File: config.mk
export PLATFORM = sky130hd
export DESIGN_NAME = dff_pipe_flat
export DESIGN_NICKNAME = d
export VERILOG_FILES = /design/src/rtl/dff_pipe_if.sv /design/src/rtl/dff_pipe.sv /design/src/flat_wrapper.sv
export SDC_FILE = /design/constraint.sdc
export NUM_CORES = 1
export LEC_CHECK = 0
export BUFFER_PORTS_ARGS = -buffer_cell sky130_fd_sc_hd__buf_2
export CAP_MARGIN = 20
export CORE_MARGIN = 2
export CORE_UTILIZATION = 30
export CTS_CLUSTER_SIZE = 8
export DETAILED_ROUTE_END_ITERATION = 12
export GPL_TIMING_DRIVEN = 0
export PLACE_DENSITY = 0.58
export SLEW_MARGIN = 20
export SYNTH_ARGS = -nofsm -noshare
export SYNTH_HDL_FRONTEND = slang
export SYNTH_SLANG_ARGS = --single-unit
File: constraint.sdc
create_clock -name clk -period 4.7 [get_ports clk]
set_input_delay 0.47 -clock clk [delete_from_list [all_inputs] [get_ports clk]]
set_output_delay 0.47 -clock clk [all_outputs]
set_load 0.01 [all_outputs]
File: src/rtl/dff_pipe_if.sv
// Valid/ready bundle for the dff_pipe register pipeline: upstream push side
// and downstream pop side. The environment is the master, the pipe is the slave.
interface dff_pipe_if #(
    parameter int WIDTH = 8
);
    logic             in_valid;
    logic             in_ready;
    logic [WIDTH-1:0] in_data;
    logic             out_valid;
    logic             out_ready;
    logic [WIDTH-1:0] out_data;

    modport master (
        output in_valid,
        output in_data,
        output out_ready,
        input  in_ready,
        input  out_valid,
        input  out_data
    );

    modport slave (
        input  in_valid,
        input  in_data,
        input  out_ready,
        output in_ready,
        output out_valid,
        output out_data
    );
endinterface

File: src/rtl/dff_pipe.sv
// WIDTH x DEPTH register pipeline with valid/ready flow control, bubble
// collapsing, synchronous flush and a registered occupancy count.
module dff_pipe #(
    parameter int               WIDTH   = 8,
    parameter int               DEPTH   = 4,
    parameter logic [WIDTH-1:0] RST_VAL = '0,
    localparam int              CNT_W   = $clog2(DEPTH + 1)
) (
    input  logic             clk,
    input  logic             rst,
    input  logic             flush,
    dff_pipe_if.slave        bus,
    output logic [CNT_W-1:0] count
);

    logic [DEPTH-1:0]            v_q;
    logic [DEPTH-1:0]            v_d;
    logic [DEPTH-1:0]            adv;
    logic [DEPTH-1:0]            load;
    logic [DEPTH-1:0][WIDTH-1:0] d_q;
    logic [DEPTH-1:0][WIDTH-1:0] d_d;
    logic [CNT_W-1:0]            count_q;
    logic [CNT_W-1:0]            count_d;
    logic                        in_ready_w;
    logic                        in_xfer;
    logic                        out_xfer;

    // A stage advances when it is valid and the stage ahead is empty or itself
    // advancing; this backwards chain is what lets bubbles collapse.
    always_comb begin
        adv            = '0;
        adv[DEPTH-1]   = v_q[DEPTH-1] & bus.out_ready;
        for (int k = DEPTH - 2; k >= 0; k--) begin
            adv[k] = v_q[k] & (~v_q[k+1] | adv[k+1]);
        end
    end

    always_comb begin
        in_ready_w = ~flush & (~v_q[0] | adv[0]);
        in_xfer    = bus.in_valid & in_ready_w;
        out_xfer   = adv[DEPTH-1];

        load    = '0;
        load[0] = in_xfer;
        for (int k = 1; k < DEPTH; k++) begin
            load[k] = ~flush & v_q[k-1] & (~v_q[k] | adv[k]);
        end

        v_d = v_q;
        d_d = d_q;
        d_d[0] = load[0] ? bus.in_data : d_q[0];
        for (int k = 1; k < DEPTH; k++) begin
            d_d[k] = load[k] ? d_q[k-1] : d_q[k];
        end
        for (int k = 0; k < DEPTH; k++) begin
            if (flush) begin
                v_d[k] = 1'b0;
            end else if (load[k]) begin
                v_d[k] = 1'b1;
            end else if (adv[k]) begin
                v_d[k] = 1'b0;
            end
        end

        // Flush drops every word even if the head leaves this same cycle.
        if (flush) begin
            count_d = '0;
        end else begin
            count_d = count_q + CNT_W'(in_xfer) - CNT_W'(out_xfer);
        end
    end

    always_ff @(posedge clk or posedge rst) begin
        if (rst) begin
            v_q     <= '0;
            d_q     <= {DEPTH{RST_VAL}};
            count_q <= '0;
        end else begin
            v_q     <= v_d;
            d_q     <= d_d;
            count_q <= count_d;
        end
    end

    assign bus.in_ready  = in_ready_w;
    assign bus.out_valid = v_q[DEPTH-1];
    assign bus.out_data  = d_q[DEPTH-1];
    assign count         = count_q;

endmodule

File: src/flat_wrapper.sv
// flat-port wrapper written by rule: the top's interface ports become plain ports
module dff_pipe_flat 
#(
    parameter int               WIDTH   = 8,
    parameter int               DEPTH   = 4,
    parameter logic [WIDTH-1:0] RST_VAL = '0,
    localparam int              CNT_W   = $clog2(DEPTH + 1)
)
  (clk, rst, flush, count, bus_in_valid, bus_in_data, bus_out_ready, bus_in_ready, bus_out_valid, bus_out_data);
  dff_pipe_if #(.WIDTH(WIDTH)) bus_i ();
  input  logic clk;
  input  logic rst;
  input  logic flush;
  output logic [CNT_W-1:0] count;
  input wire logic [$bits(bus_i.in_valid)-1:0] bus_in_valid;
  input wire logic [$bits(bus_i.in_data)-1:0] bus_in_data;
  input wire logic [$bits(bus_i.out_ready)-1:0] bus_out_ready;
  output wire logic [$bits(bus_i.in_ready)-1:0] bus_in_ready;
  output wire logic [$bits(bus_i.out_valid)-1:0] bus_out_valid;
  output wire logic [$bits(bus_i.out_data)-1:0] bus_out_data;
  assign bus_i.in_valid = bus_in_valid;
  assign bus_i.in_data = bus_in_data;
  assign bus_i.out_ready = bus_out_ready;
  assign bus_in_ready = bus_i.in_ready;
  assign bus_out_valid = bus_i.out_valid;
  assign bus_out_data = bus_i.out_data;
  dff_pipe #(.WIDTH(WIDTH), .DEPTH(DEPTH), .RST_VAL(RST_VAL)) u_core (.clk(clk), .rst(rst), .flush(flush), .bus(bus_i), .count(count));
endmodule
======== Word-level counts from Yosys, hierarchy flattened ========
Index checks and enable logic that the tools add are counted.
cells by class
  divide/modulo/power cells ............... 0
  bitwise gates (word level) .............. 21
  add/subtract/negate cells ............... 2
  mux-type cells .......................... 13
  equal/unequal tests ..................... 0
  multiply operators ...................... 0
  magnitude comparators ................... 0
  shifts and indexed selects .............. 0
  reduce and logical (&&, ||, !) cells .... 4
operator list
  cell               count
  $and 1x1->1        12
  $mux 1             12
  $reduce_bool 3->1  4
  $not 1->1          5
  $or 1x1->1         4
  $add 3x1->3        1
  $mux 3             1
  $sub 3x1->3        1
word-level totals
  bits in latches ......................... 0
  bits in registers ....................... 39
  word-level logic and storage cells ...... 49
  RAM bits ................................ 0
  ROM bits ................................ 0
  input bits .............................. 13
  output and inout bits ................... 13
  memories kept ........................... 0

======== Logic depth before layout (Yosys ltp) ========
Gate-level depths: netlist of the first run.
  word-level depth ........................ 13
  depth in mapped cells ................... 8
  mapped depth without buffers ............ 8

======== Worst setup path before layout of the first run ========
OpenSTA, ideal clock, no wires.
  path kind ............................... input-to-reg
  start point ............................. in flush
  end point ............................... reg u_core.count_q[2], in the netlist u_core.count[2]
  library setup time ...................... 0.131 ns
  arrival ................................. 1.919 ns
  setup slack ............................. 2.650 ns
  stages on the path ...................... 8
  buffers on the path ..................... 1
  required time ........................... 4.569 ns
  cell sequence ........................... clkbuf_1 -> nand2b_1 -> a21oi_2 -> ha_1 -> inv_1 -> fa_1 -> xnor2_1 -> nor2_1
on the way
  word-level cells in the longest chain between the ends .. 6
ends and longest elaborated chain
  what                   RTL line            text
  from (decl)            flat_wrapper.sv:13  input logic flush;
  $not 1->1              dff_pipe.sv:39      in_ready_w = ~flush & (~v_q[0] | adv[0]);
  $and 1x1->1            dff_pipe.sv:39
  $and 1x1->1            dff_pipe.sv:40      in_xfer = bus.in_valid & in_ready_w;
  via u_core.in_xfer     dff_pipe.sv:25      logic in_xfer;
  $add 3x1->3            dff_pipe.sv:69      count_d = count_q + CNT_W'(in_xfer) - CNT_W'(out_xfer);
  $sub 3x1->3            dff_pipe.sv:69
  $mux 3                 dff_pipe.sv:66      if (flush) begin
  via u_core.count_d[2]  dff_pipe.sv:23      logic [CNT_W-1:0] count_d;
  to (signal assigned)   dff_pipe.sv:81      count_q <= count_d;
  to (decl)              dff_pipe.sv:22      logic [CNT_W-1:0] count_q;
The timed path passes the listed nets, and every way through them passes these cells.
A chain may end at the register's enable or synchronous reset.

======== Worst setup path in the final report of the first run ========
  start point ............................. reg u_core.v_q[2]
  end point ............................... reg u_core.count_q[2], in the netlist u_core.count[2]
on the way
  word-level cells in the longest chain between the ends .. 11
  elaborated cells between the ends (all ways) .. 12
  classes of those cells .................. add/sub (2); mux (1); bitwise (9)
ends and longest elaborated chain
  what                                      RTL line        text
  from (decl)                               dff_pipe.sv:16  logic [DEPTH-1:0] v_q;
  from (signal assigned)                    dff_pipe.sv:79  v_q <= v_d;
  $and 1x1->1 or $not 1->1 (tied branches)  dff_pipe.sv:34  adv[k] = v_q[k] & (~v_q[k+1] | adv[k+1]);
  $or 1x1->1 (*)                            dff_pipe.sv:34
  $and 1x1->1 (*)                           dff_pipe.sv:34
  $or 1x1->1 (*)                            dff_pipe.sv:34
  $and 1x1->1 (*)                           dff_pipe.sv:34
  $or 1x1->1 (*)                            dff_pipe.sv:39
  $and 1x1->1 (*)                           dff_pipe.sv:39
  $and 1x1->1 (*)                           dff_pipe.sv:40
  via u_core.in_xfer                        dff_pipe.sv:25
  $add 3x1->3 (*)                           dff_pipe.sv:69
  $sub 3x1->3 (*)                           dff_pipe.sv:69
  $mux 3 (*)                                dff_pipe.sv:66
  via u_core.count_d[2]                     dff_pipe.sv:23
Mark *: on every way through the listed nets, which the timed path passes. The rest lies on a longest branch.

==> impl_metrics.csv, run 1 <==
group,metric,value,unit
logic_synthesis,synthTopCellsByArea,"dfrtp_1 (59%), mux2_2 (16%), mux2_4 (7.2%)",
logic_synthesis,synthTopCellsByCount,"dfrtp_1 (39), mux2_2 (24), buf_4 (8), mux2_4 (8), nor2_1 (8)",
floorplan,die-area,0.006141,mm^2
timing,setup_violations,0,
placement,dpl.cell_count,211,
critical_path,rr_worst_depth,8,
critical_path,end_kind,"register",
clocking,ctsResizeCount,0,
logic_synthesis,yosys_warnings,0,
timing,max_freq,460.1,MHz
routing,wl,2.414,mm
logic_synthesis,synth_area_leader_cell,"dfrtp_1",
timing,finalCriticalPeriod,2.173,ns
clocking,cts_setup_buffers,0,
timing,hold_viol,0,
logic_synthesis,ys_ff_latch,39,
timing,holdWs,0.3344,ns
routing,wire_per_inst,11.02,um
global_route,grt_use_total,8.834,%
logic_synthesis,ys_seq_area_share,58.82,%
critical_path,worstReg2RegEnd,"u_core.count[2]",
timing,skew,0.005107,ns
floorplan,coreArea,0.005439,mm^2
critical_path,cp-start-kind,"register",
timing,post-route-period-util,46.24,%
floorplan,io_pins,26,
global_route,grt_pass1_vias,909,
placement,portBuffers,25,
logic_synthesis,synthCells,114,
global_route,grt_max_degree,40,
floorplan,die_h,78.37,um
final_layout,num_antenna_cells,0,
floorplan,start_util,30.50,%
final_layout,fillers,535,
routing,ant_nets,0,
routing,vias,905,
clocking,clk_pin_slew,0.07,ns
logic_synthesis,synthFlopType,"dfrtp_1",
critical_path,worstPathArrival,2.33,ns
global_route,grt_pass1_wl,4.174,mm
final_layout,syn_to_final_growth,19.23,%
run,max_cap_viol_count,0,
timing,drv_slew,0,
clocking,clock_latency,0.28,ns
final_layout,final_layout_size_suffix_gt1_share,53.74,%
pwr,p_per_area,459.9,mW/mm^2
critical_path,worstPathMaxFanout,9,
timing,rsz0062_at_grt,"no",
logic_synthesis,yosysTopAreaCellShare,58.82,%
clocking,root_buffer,"clkbuf_8",
clocking,clock_path_buffers,2,
critical_path,critPathRequiredTime,4.86,ns
clocking,h-tree-depth,2,
critical_path,regToRegStartpoint,"u_core.v_q[2]",
min_path,holdCritPathClass,"in2async",
routing,vias_per_cell,4.132,
floorplan,die_x,78.37,um
clocking,cts_made_buffers,5,
timing,worst_pin_slew,0.7955,ns
logic_synthesis,synth.avg_cell_area,14.55,um^2
critical_path,reg2reg_slack,2.53,ns
routing,drtIter0Drc,12,
clocking,cts_tree,"done",
logic_synthesis,yosysMostFrequentCell,"dfrtp_1",
placement,dp_hpwl,1.806,mm
final_layout,fin_cells,219,
timing,relSlewSlack,46.89,%
timing,setup-tns-final,0,ns
logic_synthesis,synth-async-reset-ratio,100.0,%
clocking,cts_hold_buf,0,
logic_synthesis,syn_nets,130,
final_layout,nets,162,
routing,drc,0,
critical_path,path_class,"reg2reg",
global_route,antenna_found_initial,0,
placement,place_congestion,0.6066,
global_route,gr-total-overflow,0,
logic_synthesis,synth_edf_count,0,
clocking,cts_num_sinks,39,
routing,drt-pass1-iter-count,2,
pwr,ir_drop,0.2234,mV
floorplan,rows,27,
logic_synthesis,synth.cell_area,0.001659,mm^2
logic_synthesis,synth_cell_types,21,
run_status,status,"finished, final reports clean",
pwr,p_leak,0.9820,nW
stage by stage:
step	setup WS [ns]	cell area (um^2)	total power [mW]	utilization [%]
final	2.527	1978	0.9097	36.37
after global routing	2.342	1978	0.9704	36.37
after CTS	2.486	1978	0.9286	36.37
after detailed placement	2.267	1874	0.6799	34.46
after global placement	2.335	1874	0.6700	34.46
after floorplan	2.650	1659	0.6177	-
worst max-delay path, cell delays in order (launching register included):
cell and delay, ns:
dfrtp_1 0.41, and4b_1 0.22, buf_6 0.13, a21oi_2 0.41, ha_1 0.24, inv_1 0.05, fa_1 0.37, xnor2_1 0.16
nor2_1 0.05
routing by layer:
| layer | vias to the layer above | track usage, % | share of wire (%) |
|---|---|---|---|
| li1 | 438 | - | - |
| met1 | 442 | 9.970 | 44 |
| met2 | 20 | 14.48 | 48 |
| met3 | 5 | 3.333 | 5.7 |
| met4 | 0 | 4.737 | 2.1 |
| met5 | - | 0 | 0 |
registers in the layout (all words and copies together), names as in the netlist:
name	count
u_core.d_q	24
u_core.bus.out_data	8
u_core.v_q	4
u_core.count	3
cell families after synthesis:
logic type	after synthesis	share of synthesized area, %
buffers and inverters	18	6.863
xor gates and xnor gates	2	1.056
muxes	32	23.53
DFF	39	58.82
AOI/OAI and AO/OA	5	2.036
and+or+nand+nor	15	4.978
adders and majority gates	3	2.715
area by class of cell:
class | instances | area, um^2 | area share, %
flip-flops and latches | 39 | 975.9 | 49.34
multi-input cells | 57 | 569.3 | 28.78
repair buffers | 25 | 125.1 | 6.325
clock buffers | 7 | 96.34 | 4.870
plain buffers | 13 | 95.09 | 4.807
well taps | 72 | 90.09 | 4.554
inverters | 5 | 18.77 | 0.9488
clock inverters | 1 | 7.507 | 0.3795
worst max path at each step:
stage | from | to | slack (ns) | cells after the start
3_3_place_gp | flush | u_core.count[2] | 2.34 | 9
4_1_cts | u_core.v_q[2] | u_core.count[2] | 2.49 | 8
6_report | u_core.v_q[2] | u_core.count[2] | 2.53 | 8
3_5_place_dp | flush | u_core.count[2] | 2.27 | 9
5_1_grt | u_core.v_q[2] | u_core.count[2] | 2.34 | 8
2_1_floorplan | flush | u_core.count[2] | 2.65 | 8
where the power goes:
part	leakage (nW)	switching, mW	internal, mW
registers	0.485	0.0452	0.423
clock network	0.0505	0.110	0.133
logic	0.446	0.0650	0.133
total	0.982	0.220	0.689
cell usage in the layout (no fill, tap or decap), types with 2 or more instances in the layout:
master    netlist  layout
or3b_1          2       2
a21oi_1         3       3
mux2_4          8       8
mux2_2         24      24
ha_1            2       2
inv_1           5       4
nor2b_1         2       2
buf_6           2       2
nor2_1          8       8
buf_2           1      26
dfrtp_1        39      39
clkbuf_1        2       2
clkbuf_8        0       7
buf_4           8       8
No activity file was read; power rests on OpenSTA's default activity.
==> run 2, diff against run 1 <==
Settings changed: PLACE_DENSITY 0.58 to 0.59.
Clock period 4.7 ns to 1.9 ns, I/O delays scaled along.
==> run 2 against run 1 <==
  * Global-route usage grew 0.60 points
  * Design area grew 2.0%
  * Wire length grew 3.0%
  * Highest routed layer unchanged
  * Non-clock buffer count grew 2
  * Sequential share of layout area shrank 0.95 points
  * First-iteration DRC count shrank 8.3%
  * Critical path type unchanged
  * Via count grew 0.44%
  * Sequential power grew 150%
  * Final cell count grew 0.91%
  * Die area is the same
==> impl_metrics.csv, run 2 (same netlist as run 1, synthesis figures left out) <==
group,metric,value,unit
run_status,status,"finished, final reports clean",
clocking,clock_latency,0.29,ns
final_layout,most-common-layout-cells,"dfrtp_1 (39), buf_2 (26), mux2_2 (24)",
pwr,p_leak,1.004,nW
pwr,ir_drop,0.5311,mV
floorplan,die_h,78.37,um
clocking,cts_made_buffers,5,
placement,portBuffers,25,
routing,ant_nets,0,
final_layout,final_layout_size_suffix_gt1_share,55.03,%
critical_path,cp.depth,7,
timing,rsz0062_at_grt,"no",
clocking,cts_num_sinks,39,
final_layout,layout_commonest_cell,"dfrtp_1",
placement,pre_cts_ws,-0.1850,ns
global_route,grt_use_total,9.436,%
floorplan,start_util,30.50,%
timing,finalCriticalPeriod,1.755,ns
routing,wl,2.486,mm
clocking,clk_pin_slew,0.07,ns
critical_path,crit_end,"u_core.count[1]",
global_route,grt_pass1_wl,4.505,mm
pwr,p_per_area,1166,mW/mm^2
pwr,p_total,2.352,mW
critical_path,worstPathMaxFanout,4,
final_layout,syn_to_final_growth,21.57,%
final_layout,max_flop_register,"u_core.d_q",
final_layout,num_antenna_cells,0,
routing,drc,0,
clocking,h-tree-depth,2,
timing,skew,0.004132,ns
floorplan,io_pins,26,
critical_path,cp_slowest_cell,"fa_2",
critical_path,startpoint,"u_core.v_q[3]",
routing,drt-pass1-iter-count,4,
global_route,gr-total-overflow,0,
min_path,holdCritPathClass,"in2async",
clocking,cts_tree,"done",
clocking,root_buffer,"clkbuf_8",
clocking,cts_hold_buf,0,
critical_path,cp.buffers_inverters,2,
critical_path,critPathTopFamily,"adder cells",
global_route,grt_pass1_vias,955,
timing,hold_viol,0,
timing,worst_pin_slew,0.7900,ns
floorplan,coreArea,0.005439,mm^2
routing,vias,909,
global_route,grt_max_degree,40,
clocking,clock_path_buffers,2,
critical_path,critPathMaxStageDelay,0.52,ns
critical_path,critPathRequiredTime,2.06,ns
critical_path,end_kind,"register",
critical_path,reg2reg_slack,0.14,ns
timing,max_freq,569.8,MHz
critical_path,path_class,"reg2reg",
critical_path,path_cells,"and2_1, ha_1, inv_1, ha_1, inv_1, fa_2, nor2_1",
floorplan,die_x,78.37,um
routing,vias_per_cell,4.113,
critical_path,worstPathArrival,1.92,ns
critical_path,rr_worst_depth,7,
final_layout,largest_register_ff_count,24,
timing,drv_slew,0,
placement,dp_hpwl,1.899,mm
critical_path,worstReg2RegEnd,"u_core.count[1]",
timing,relSlewSlack,47.26,%
final_layout,fillers,529,
timing,post-route-period-util,92.37,%
timing,setup_violations,0,
routing,drtIter0Drc,11,
routing,wire_per_inst,11.25,um
run,max_cap_viol_count,0,
critical_path,cp-start-kind,"register",
final_layout,nets,164,
critical_path,regToRegStartpoint,"u_core.v_q[3]",
floorplan,rows,27,
global_route,antenna_found_initial,0,
timing,fin_ws,0.1450,ns
floorplan,die-area,0.006141,mm^2
placement,place_congestion,0.6497,
-- run 2: repair_timing --
item,in CTS,in global routing
endpoints found under the setup margin,2,1
pin swaps,1,1
buffers inserted,1,1
gates resized for setup,0,1
-- run 2: final cells by class --
type	count	area [um^2]	share of cell area, %
flip-flops and latches	39	975.9	48.39
multi-input cells	57	579.3	28.72
repair buffers	27	140.1	6.948
plain buffers	13	95.09	4.715
well taps	72	90.09	4.467
clock buffers	6	82.58	4.094
clock inverters	2	35.03	1.737
inverters	5	18.77	0.9305
-- run 2: worst min path at each step --
stage	from	to	slack, ns	cells after the start
2_1_floorplan	bus_in_valid	u_core.v_q[0]	0.32	2
6_report	rst	u_core.v_q[2]	0.05	2
3_5_place_dp	rst	u_core.v_q[2]	0.39	2
5_1_grt	bus_in_data[3]	u_core.d_q[3]	0.12	2
4_1_cts	rst	u_core.bus.out_data[0]	0.07	2
3_3_place_gp	bus_in_data[0]	u_core.d_q[0]	0.42	2
-- run 2: metrics by stage --
stage / std cells / setup TNS, ns / hold slack [ns] / cell area [um^2] / utilization [%]
floorplan: 114 / 0 / 0.3166 / 1667 / -
global placement: 211 / -0.1105 / 0.4238 / 1882 / 34.60
detailed placement: 211 / -0.2784 / 0.3894 / 1882 / 34.60
CTS: 220 / 0 / 0.07131 / 2007 / 36.90
global route: 221 / 0 / 0.1231 / 2017 / 37.08
finish: 221 / 0 / 0.05018 / 2017 / 37.08
-- run 2: power by group --
group / internal [mW] / switching, mW
clock network: 0.425 / 0.273
registers: 1.05 / 0.112
logic: 0.332 / 0.165
total: 1.80 / 0.550
-- run 2: routing by layer --
layer / track usage (%) / vias to the layer above / part of all wire [%]
li1: - / 444 / -
met1: 11.49 / 437 / 43
met2: 14.66 / 22 / 50
met3: 3.563 / 6 / 6.0
met4: 4.737 / 0 / 1.8
met5: 0 / - / 0
